### src/rtl/vga_pixel_pipeline_if.sv
// rtl/vga_pixel_pipeline_if.sv - pixel stream from the VGA timing generator
// Purpose: carries the per-pixel x/y/active/sync stream into the pixel pipeline.
// Signals:
//   active_in      visible-area flag
//   screen_end_in  one-cycle end-of-frame pulse
//   hsync_in       horizontal sync, low during the pulse
//   vsync_in       vertical sync, low during the pulse
//   x_in[9:0]      pixel x, 0 outside the visible width
//   y_in[8:0]      pixel y, 0 outside the visible height
// Modports: master = timing generator (drives), slave = pixel pipeline (receives).
interface vga_pixel_pipeline_if;
  logic       active_in;
  logic       screen_end_in;
  logic       hsync_in;
  logic       vsync_in;
  logic [9:0] x_in;
  logic [8:0] y_in;

  modport master (
    output active_in, screen_end_in, hsync_in, vsync_in, x_in, y_in
  );

  modport slave (
    input  active_in, screen_end_in, hsync_in, vsync_in, x_in, y_in
  );
endinterface

### src/rtl/vga_pixel_pipeline.sv
// rtl/vga_pixel_pipeline.sv - framebuffer addressing, palette lookup and cursor overlay
// Purpose: turns the timing generator's pixel stream into blanked 12-bit RGB with
// syncs delayed by PIPE = RAM_LATENCY+3 cycles so they line up with the colour.
// Ports:
//   clk25, reset                 pixel clock, asynchronous active-high reset
//   vid (slave)                  x/y/active/sync/screen_end stream
//   fb_addr[18:0] / fb_data[7:0] framebuffer read address / palette index
//   cursor_x_in/_y_in/_en_in     requested cursor, taken at screen_end only
//   pal_we/pal_waddr/pal_wdata   palette write port
//   rgb_out, hsync_out, vsync_out pipelined pixel output
//   frame_count[15:0]            completed-frame counter
module vga_pixel_pipeline #(
  parameter int          WIDTH        = 640,
  parameter int          HEIGHT       = 480,
  parameter int          RAM_LATENCY  = 1,
  parameter int          CURSOR_SIZE  = 8,
  parameter logic [11:0] CURSOR_COLOR = 12'hFFF
) (
  input  logic                 clk25,
  input  logic                 reset,
  vga_pixel_pipeline_if.slave  vid,
  output logic [18:0]          fb_addr,
  input  logic [7:0]           fb_data,
  input  logic [9:0]           cursor_x_in,
  input  logic [8:0]           cursor_y_in,
  input  logic                 cursor_en_in,
  input  logic                 pal_we,
  input  logic [7:0]           pal_waddr,
  input  logic [11:0]          pal_wdata,
  output logic [11:0]          rgb_out,
  output logic                 hsync_out,
  output logic                 vsync_out,
  output logic [15:0]          frame_count
);

  localparam int PIPE = RAM_LATENCY + 3;

  logic [11:0]     r_palette [256];
  logic [11:0]     r_pal_color;
  logic [9:0]      r_cur_x;
  logic [8:0]      r_cur_y;
  logic            r_cur_en;
  logic [18:0]     r_fb_addr;
  logic [11:0]     r_rgb;
  logic [15:0]     r_frame_count;
  // Syncs need the full PIPE stages; active/hit are consumed one stage earlier
  // by the registered colour mux, so their lines stop at PIPE-1.
  logic [PIPE-1:0] r_hs_dl;
  logic [PIPE-1:0] r_vs_dl;
  logic [PIPE-2:0] r_act_dl;
  logic [PIPE-2:0] r_hit_dl;

  logic [10:0]     w_x;
  logic [10:0]     w_y;
  logic [10:0]     w_cx;
  logic [10:0]     w_cy;
  logic [10:0]     w_cx_end;
  logic [10:0]     w_cy_end;
  logic            w_hit;
  logic [18:0]     w_addr;

  // 11-bit compare space: a cursor near the right/bottom edge clips instead of
  // wrapping its far edge back around to column/row 0.
  assign w_x      = {1'b0, vid.x_in};
  assign w_y      = {2'b0, vid.y_in};
  assign w_cx     = {1'b0, r_cur_x};
  assign w_cy     = {2'b0, r_cur_y};
  assign w_cx_end = w_cx + 11'(CURSOR_SIZE);
  assign w_cy_end = w_cy + 11'(CURSOR_SIZE);
  assign w_hit    = r_cur_en
                    && (w_x >= w_cx) && (w_x < w_cx_end)
                    && (w_y >= w_cy) && (w_y < w_cy_end)
                    && (w_x < 11'(WIDTH)) && (w_y < 11'(HEIGHT));

  // Full 19-bit product: the last visible pixel lands at 307199.
  assign w_addr = 19'(vid.y_in) * 19'(WIDTH) + 19'(vid.x_in);

  // Palette: not reset; read-before-write gives the old value on a collision.
  always_ff @(posedge clk25) begin
    if (pal_we) begin
      r_palette[pal_waddr] <= pal_wdata;
    end
    r_pal_color <= r_palette[fb_data];
  end

  always_ff @(posedge clk25 or posedge reset) begin
    if (reset) begin
      r_fb_addr     <= '0;
      r_cur_x       <= '0;
      r_cur_y       <= '0;
      r_cur_en      <= 1'b0;
      r_frame_count <= '0;
      r_hs_dl       <= '1;
      r_vs_dl       <= '1;
      r_act_dl      <= '0;
      r_hit_dl      <= '0;
      r_rgb         <= '0;
    end else begin
      r_fb_addr <= vid.active_in ? w_addr : 19'd0;

      // Shadow cursor only moves at frame end; pixels already in flight keep
      // the hit they were evaluated with.
      if (vid.screen_end_in) begin
        r_cur_x       <= cursor_x_in;
        r_cur_y       <= cursor_y_in;
        r_cur_en      <= cursor_en_in;
        r_frame_count <= r_frame_count + 16'd1;
      end

      r_hs_dl  <= {r_hs_dl[PIPE-2:0], vid.hsync_in};
      r_vs_dl  <= {r_vs_dl[PIPE-2:0], vid.vsync_in};
      r_act_dl <= {r_act_dl[PIPE-3:0], vid.active_in};
      r_hit_dl <= {r_hit_dl[PIPE-3:0], w_hit};

      if (!r_act_dl[PIPE-2]) begin
        r_rgb <= 12'h000;
      end else if (r_hit_dl[PIPE-2]) begin
        r_rgb <= CURSOR_COLOR;
      end else begin
        r_rgb <= r_pal_color;
      end
    end
  end

  assign fb_addr     = r_fb_addr;
  assign rgb_out     = r_rgb;
  assign hsync_out   = r_hs_dl[PIPE-1];
  assign vsync_out   = r_vs_dl[PIPE-1];
  assign frame_count = r_frame_count;

endmodule

### src/flat_wrapper.sv
// flat-port wrapper written by rule: the top's interface ports become plain ports
module vga_pixel_pipeline_flat 
#(
  parameter int          WIDTH        = 640,
  parameter int          HEIGHT       = 480,
  parameter int          RAM_LATENCY  = 1,
  parameter int          CURSOR_SIZE  = 8,
  parameter logic [11:0] CURSOR_COLOR = 12'hFFF
)
  (clk25, reset, fb_addr, fb_data, cursor_x_in, cursor_y_in, cursor_en_in, pal_we, pal_waddr, pal_wdata, rgb_out, hsync_out, vsync_out, frame_count, vid_active_in, vid_screen_end_in, vid_hsync_in, vid_vsync_in, vid_x_in, vid_y_in);
  vga_pixel_pipeline_if vid_i ();
  input  logic clk25;
  input  logic reset;
  output logic [18:0] fb_addr;
  input  logic [7:0] fb_data;
  input  logic [9:0] cursor_x_in;
  input  logic [8:0] cursor_y_in;
  input  logic cursor_en_in;
  input  logic pal_we;
  input  logic [7:0] pal_waddr;
  input  logic [11:0] pal_wdata;
  output logic [11:0] rgb_out;
  output logic hsync_out;
  output logic vsync_out;
  output logic [15:0] frame_count;
  input wire logic [$bits(vid_i.active_in)-1:0] vid_active_in;
  input wire logic [$bits(vid_i.screen_end_in)-1:0] vid_screen_end_in;
  input wire logic [$bits(vid_i.hsync_in)-1:0] vid_hsync_in;
  input wire logic [$bits(vid_i.vsync_in)-1:0] vid_vsync_in;
  input wire logic [$bits(vid_i.x_in)-1:0] vid_x_in;
  input wire logic [$bits(vid_i.y_in)-1:0] vid_y_in;
  assign vid_i.active_in = vid_active_in;
  assign vid_i.screen_end_in = vid_screen_end_in;
  assign vid_i.hsync_in = vid_hsync_in;
  assign vid_i.vsync_in = vid_vsync_in;
  assign vid_i.x_in = vid_x_in;
  assign vid_i.y_in = vid_y_in;
  vga_pixel_pipeline #(.WIDTH(WIDTH), .HEIGHT(HEIGHT), .RAM_LATENCY(RAM_LATENCY), .CURSOR_SIZE(CURSOR_SIZE), .CURSOR_COLOR(CURSOR_COLOR)) u_core (.clk25(clk25), .reset(reset), .vid(vid_i), .fb_addr(fb_addr), .fb_data(fb_data), .cursor_x_in(cursor_x_in), .cursor_y_in(cursor_y_in), .cursor_en_in(cursor_en_in), .pal_we(pal_we), .pal_waddr(pal_waddr), .pal_wdata(pal_wdata), .rgb_out(rgb_out), .hsync_out(hsync_out), .vsync_out(vsync_out), .frame_count(frame_count));
endmodule
### config.mk
export PLATFORM = sky130hd
export DESIGN_NAME = vga_pixel_pipeline_flat
export DESIGN_NICKNAME = d
export VERILOG_FILES = /design/src/rtl/vga_pixel_pipeline_if.sv /design/src/rtl/vga_pixel_pipeline.sv /design/src/flat_wrapper.sv
export SDC_FILE = /design/constraint.sdc
export NUM_CORES = 2
export LEC_CHECK = 0
export CORE_ASPECT_RATIO = 1.5
export CORE_MARGIN = 2
export CORE_UTILIZATION = 55
export CTS_BUF_LIST = sky130_fd_sc_hd__clkbuf_4 sky130_fd_sc_hd__clkbuf_8 sky130_fd_sc_hd__clkbuf_16
export DETAILED_ROUTE_END_ITERATION = 10
export DONT_BUFFER_PORTS = 1
export PLACE_DENSITY = 0.66
export REMOVE_ABC_BUFFERS = 1
export SYNTH_ARGS = -nofsm -noshare
export SYNTH_HDL_FRONTEND = slang
export SYNTH_SLANG_ARGS = --single-unit
### constraint.sdc
create_clock -name clk25 -period 6.17 [get_ports clk25]
set_input_delay 0.9255 -clock clk25 [delete_from_list [all_inputs] [get_ports clk25]]
set_output_delay 0.9255 -clock clk25 [all_outputs]
set_load 0.02 [all_outputs]
Word level (Yosys, flattened, before mapping)
Memory sizes are Yosys's and may differ from the RTL's. A register that Yosys moved wholly into a read port is not among the register bits.
Cells that the tools add are included.
{ "totals": {"ff_bits": 81, "ram_bits": 3072, "inputBits": 74, "out_inout_bits": 49, "word_cells": 33, "memories": 1} }
{ "classes": {"add_sub_neg": 4, "mul": 1, "n_lt_le_gt_ge": 6, "n_mux": 5, "n_reduce_logical": 6} }
{ "memory_table": {"columns": ["memory", "depth", "width", "rd", "rd_ports_with_merged_regs", "wr", "line", "rtl"], "rows": [
  ["u_core.r_palette", 256, 12, 1, 1, 1, "vga_pixel_pipeline.sv:38", "logic [11:0] r_palette [256];"]
]} }
{ "op_table": {"columns": ["cell", "n"], "rows": [
  ["12-bit 2-to-1 mux", 2],
  ["19-bit by 10-bit adder with 19-bit output", 1],
  ["19-bit 2-to-1 mux", 1],
  ["16-bit by 1-bit adder with 16-bit output, second input constant", 1],
  ["9-bit by 3-bit multiplier with 12-bit output, second input constant", 1],
  ["10-bit by 4-bit adder with 11-bit output, second input constant", 1],
  ["10-bit by 11-bit < comparator with 1-bit output", 1],
  ["9-bit by 11-bit < comparator with 1-bit output", 1],
  ["9-bit by 4-bit adder with 10-bit output, second input constant", 1],
  ["10-bit greater-or-equal comparator", 1],
  ["10-bit < comparator, second input constant", 1],
  ["9-bit greater-or-equal comparator", 1],
  ["9-bit < comparator, second input constant", 1],
  ["1-bit logical AND", 6],
  ["1-bit 2-to-1 mux", 2]
]} }

Depth between registers and ports, before layout
{ "logic_depth": {"depth_word": 7, "depth_mapped": 11, "ltp_nobuf": 10} }

Worst setup path after synthesis
Ideal clock, no wire load.
{ "synth_timing": {"kind": "input-to-reg", "start": "in vid_y_in[1]", "end": "reg u_core.r_fb_addr[17], in the netlist u_core.fb_addr[17]", "setup_ns": 0.120, "arrival_ns": 3.214, "required_ns": 6.050, "path_slack_ns": 2.835, "stages": 10, "n_path_buf": 0, "cell_sequence": "ha_1 -> ha_1 -> fa_1 -> xor2_1 -> o211ai_1 -> nor4_1 -> nand3_1 -> nor4_2 -> xnor2_1 -> nor2b_1"} }
{ "synth_via": {"elab_chain_cells": 3} }
{ "synth_rtl": {"columns": ["item", "line", "rtl"], "rows": [
  ["start, declared", "flat_wrapper.sv:31", "input wire logic [$bits(vid_i.y_in)-1:0] vid_y_in;"],
  ["9-bit by 3-bit multiplier with 12-bit output", "vga_pixel_pipeline.sv:76", "assign w_addr = 19'(vid.y_in) * 19'(WIDTH) + 19'(vid.x_in);"],
  ["19-bit by 10-bit adder with 19-bit output", "vga_pixel_pipeline.sv:76", null],
  ["19-bit 2-to-1 mux", "vga_pixel_pipeline.sv:99", "r_fb_addr <= vid.active_in ? w_addr : 19'd0;"],
  ["end signal, assigned", "vga_pixel_pipeline.sv:99", null],
  ["end, declared", "vga_pixel_pipeline.sv:43", "logic [18:0] r_fb_addr;"]
]} }
No other way between the ends.
A chain may end at the register's enable or synchronous reset.

==> impl_results.rst <==
.. list-table::
   :header-rows: 1

   * - Metric
     - Value
   * - Status
     - finished with violations
   * - Failing checks
     - slew limit
   * - Count of nets left with antenna violations after detail routing
     - 0
   * - Main flop type after synthesis
     - edfxtp_1
   * - Setup WS pre-CTS
     - 601 ps
   * - Unrepaired setup endpoints after global routing
     - false
   * - Netlist area before placement
     - 0.123 mm2
   * - Final-report setup violation count
     - 0
   * - Crit path DAT
     - 5620 ps
   * - Sum Neg Setup Slack
     - 0 ps
   * - Area Growth Syn to Fin
     - 10.7%
   * - Setup slack of the most critical reg-to-reg path
     - 3360 ps
   * - Most common cell after layout, fill and taps aside
     - edfxtp_1
   * - Number of flops mapped to enable cells by yosys
     - 3,072
   * - Post-synth ARST share
     - 2.56%
   * - Die Span X
     - 389 um
   * - Fin. max-slew vios
     - 52
   * - CP max FO
     - 181
   * - Num ports
     - 123
   * - Capturing instance or port of the critical path
     - u_core.r_pal_color[10]
   * - Start point of the worst min-delay path
     - vid_vsync_in
   * - Via count of the first global-routing pass
     - 59,600
   * - Mean instance size in the synthesized netlist
     - 21.1 um2
   * - Critical Path End Type
     - register
   * - IR Drop Worst-Case VDD
     - 0.262 mV
   * - Number of buffers on the longest clock path
     - 4
   * - Clock tree from TritonCTS
     - done
   * - Yosys warnings
     - 0
   * - Worst setup slack after layout
     - 1320 ps
   * - CTS Buf Count
     - 290
   * - Final layout net count
     - 6,126
   * - Clock Skews
     - 43.1 ps
   * - Pin count of the biggest net entering global routing
     - 257
   * - Initial core utilization
     - 55.2%
   * - Flip-flop and latch count after synthesis
     - 3,165
   * - Iter 0 DRT Violations
     - 6,627
   * - Depth of the worst register-to-register path
     - 6
   * - Antenna violations before repair
     - 6
   * - Min-Delay Path Class
     - input port to register
   * - Met2 Use GR
     - 44.9%
   * - Clock insertion delay at the later pin of the skew report
     - 860 ps
   * - Cell area after layout
     - 0.136 mm2
   * - Final-layout worst hold slack
     - 67.6 ps
   * - Final worst path period need
     - 4850 ps
   * - CORE AREA
     - 0.222 mm2
   * - Worst-Margin Slew
     - 1570 ps
   * - FP Rows
     - 212
   * - Clk slew on worst S/H paths
     - 70 ps
   * - Detailed Routing Iterations Pass 1
     - 5
   * - Die Y-Extent
     - 582 um
   * - Critical path startpoint category
     - input port
   * - Die ar.
     - 0.227 mm2
   * - Unique masters post-synth
     - 59
   * - Capture point of the worst reg-to-reg path
     - u_core.r_pal_color[4]
   * - Drt wl/cell
     - 32.2 um
   * - Worst setup path class
     - input port to register
   * - Final period util
     - 78.5%
   * - Post-CTS Setup Bufs
     - 0
   * - Cell leakage power
     - 0.0429 uW
   * - Dpl cell area
     - 0.126 mm2
   * - Clock tree root driver cell
     - clkbuf_16
   * - Crit path required time
     - 6940 ps
   * - Max-cap check violation count
     - 0
   * - Maximum achievable frequency
     - 206 MHz
   * - Power per standard cell area
     - 318 mW/mm2
   * - Critical Path Source
     - fb_data[1]
   * - DRC Markers
     - 0
   * - Share of the yosys chip area belonging to registers
     - 77.2%
   * - Post-detailed-route via-to-cell ratio
     - 6.44
   * - GR met3 Demand/Resource
     - 3.99%
   * - R2r startpoint
     - u_core.r_palette[110][4]
   * - Cells after synthesis
     - 5,807
   * - Number of instances resized during post-cts repair
     - 0
   * - Number of hold buffers added after CTS
     - 0
   * - Grt total ovfl
     - 0
   * - Final WL
     - 293 mm
   * - Global-route wire length before repair
     - 422 mm
   * - Total count of hold-check failures in the final report
     - 0
   * - Overall track demand over capacity in global routing
     - 25.8%
   * - Vias after detailed routing
     - 58,600
   * - Number of levels in the clock H-tree
     - 5
   * - IO buf count
     - 0
   * - Number of sinks on the clock net
     - 3,165
   * - Fraction of layout cells with a size suffix above 1
     - 22.5%
   * - DPL Wire Length
     - 169 mm
   * - Headroom to the max-slew limit
     - -4.36%
   * - Routability Congestion
     - 0.835
   * - Most crowded layer after global routing
     - met2
   * - Met1 layer usage reported by global route
     - 33.1%
   * - Commonest cells after routing, fill and taps aside
     - edfxtp_1 (3,072), mux4_2 (656), clkbuf_16 (296)
## where the power goes
part           switching [uW]  total [uW]  leakage [uW]  internal, uW
clock network            7630       17600       0.00458         10000
registers                 140       23800        0.0287         23700
logic                     967        1700       0.00957           728
total                    8740       43200        0.0429         34400
## how the worst min path moves through the flow
stage / cells after the start / to
after floorplan: 0 / u_core.r_act_dl[1]
after global placement: 0 / u_core.r_hit_dl[1]
after detailed placement: 0 / u_core.r_hit_dl[2]
after CTS: 0 / u_core.r_vs_dl[0]
after global routing: 0 / u_core.r_vs_dl[0]
final: 0 / u_core.r_vs_dl[0]
## registers in the layout, summed over array words and instances, names as in the netlist
signal	flops
u_core.r_cur_en	1
u_core.rgb_out	12
u_core.r_hit_dl	3
u_core.r_cur_x	10
u_core.r_hs_dl	4
u_core.r_cur_y	9
u_core.r_act_dl	3
u_core.r_pal_color	12
u_core.fb_addr	19
u_core.frame_count	16
u_core.r_palette	3072
u_core.r_vs_dl	4
## cell usage after synthesis (6+ instances only)
cell	count	area [um2]
edfxtp_1	3072	92200
mux4_2	656	14800
nor2_1	282	1060
mux2i_1	252	2520
a22oi_1	157	1180
a211oi_1	149	1120
clkbuf_1	133	499
buf_2	109	546
nand2_1	101	379
o22ai_1	91	569
a21oi_1	76	380
dfrtp_1	73	1830
nand3_1	62	310
nor2b_1	53	332
ha_1	52	651
buf_6	44	495
o21ai_0	42	210
a31oi_1	38	238
buf_4	35	263
a22o_1	32	280
xnor2_1	27	236
inv_1	26	97.6
o221ai_1	24	210
and2_1	20	125
nor4_1	19	119
nand4_1	18	113
nor4_2	16	200
o211ai_1	16	120
o21a_1	16	120
dfxtp_1	12	240
nand2b_1	12	75.1
buf_1	10	37.5
dfstp_2	8	210
mux2_2	8	90.1
xor2_1	7	61.3
a21o_1	6	45.0
## routing by layer
metal / vias to the layer above / wire, um
li1: 24600 / -
met1: 31200 / 107000
met2: 2372 / 154000
met3: 453 / 20400
met4: 2 / 11400
met5: - / 13
## critical path: stages
cell	delay [ps]
buf_16	630
buf_16	580
buf_16	690
mux4_2	350
nor2b_1	130
a211oi_1	60
nor4_1	1140
nand3_1	240
nor4_2	250
## final cells by class
cell class                 count  area [um2]
timing repair buffer         239        2140
inverter                      26        98.8
antenna                        2        5.00
fill                       15200       86400
clock inverter               144        1270
tap                         2889        3610
multi-input combinational   2276       26000
sequential                  3165       94500
clock buffer                 361        7930
## cells by family after synthesis
kind of cell             synth area share, %
AO/OA/AOI/OAI                           3.81
XOR/XNOR                               0.243
adder cells (fa/ha/maj)                0.564
buffers and inverters                   1.71
flip-flops                              77.2
multiplexers                            14.2
AND/OR/NAND/NOR                         2.33
## through the flow
stage | utilization (%) | std cells | total power (uW)
2_1_floorplan | - | 5467 | 25200
3_3_place_gp | 56.9 | 8594 | 26000
3_5_place_dp | 56.9 | 8594 | 26000
4_1_cts | 61.1 | 9099 | 43400
5_1_grt | 61.1 | 9101 | 44300
6_report | 61.1 | 9102 | 43200
Note: power is estimated with default switching activity, not from simulation.
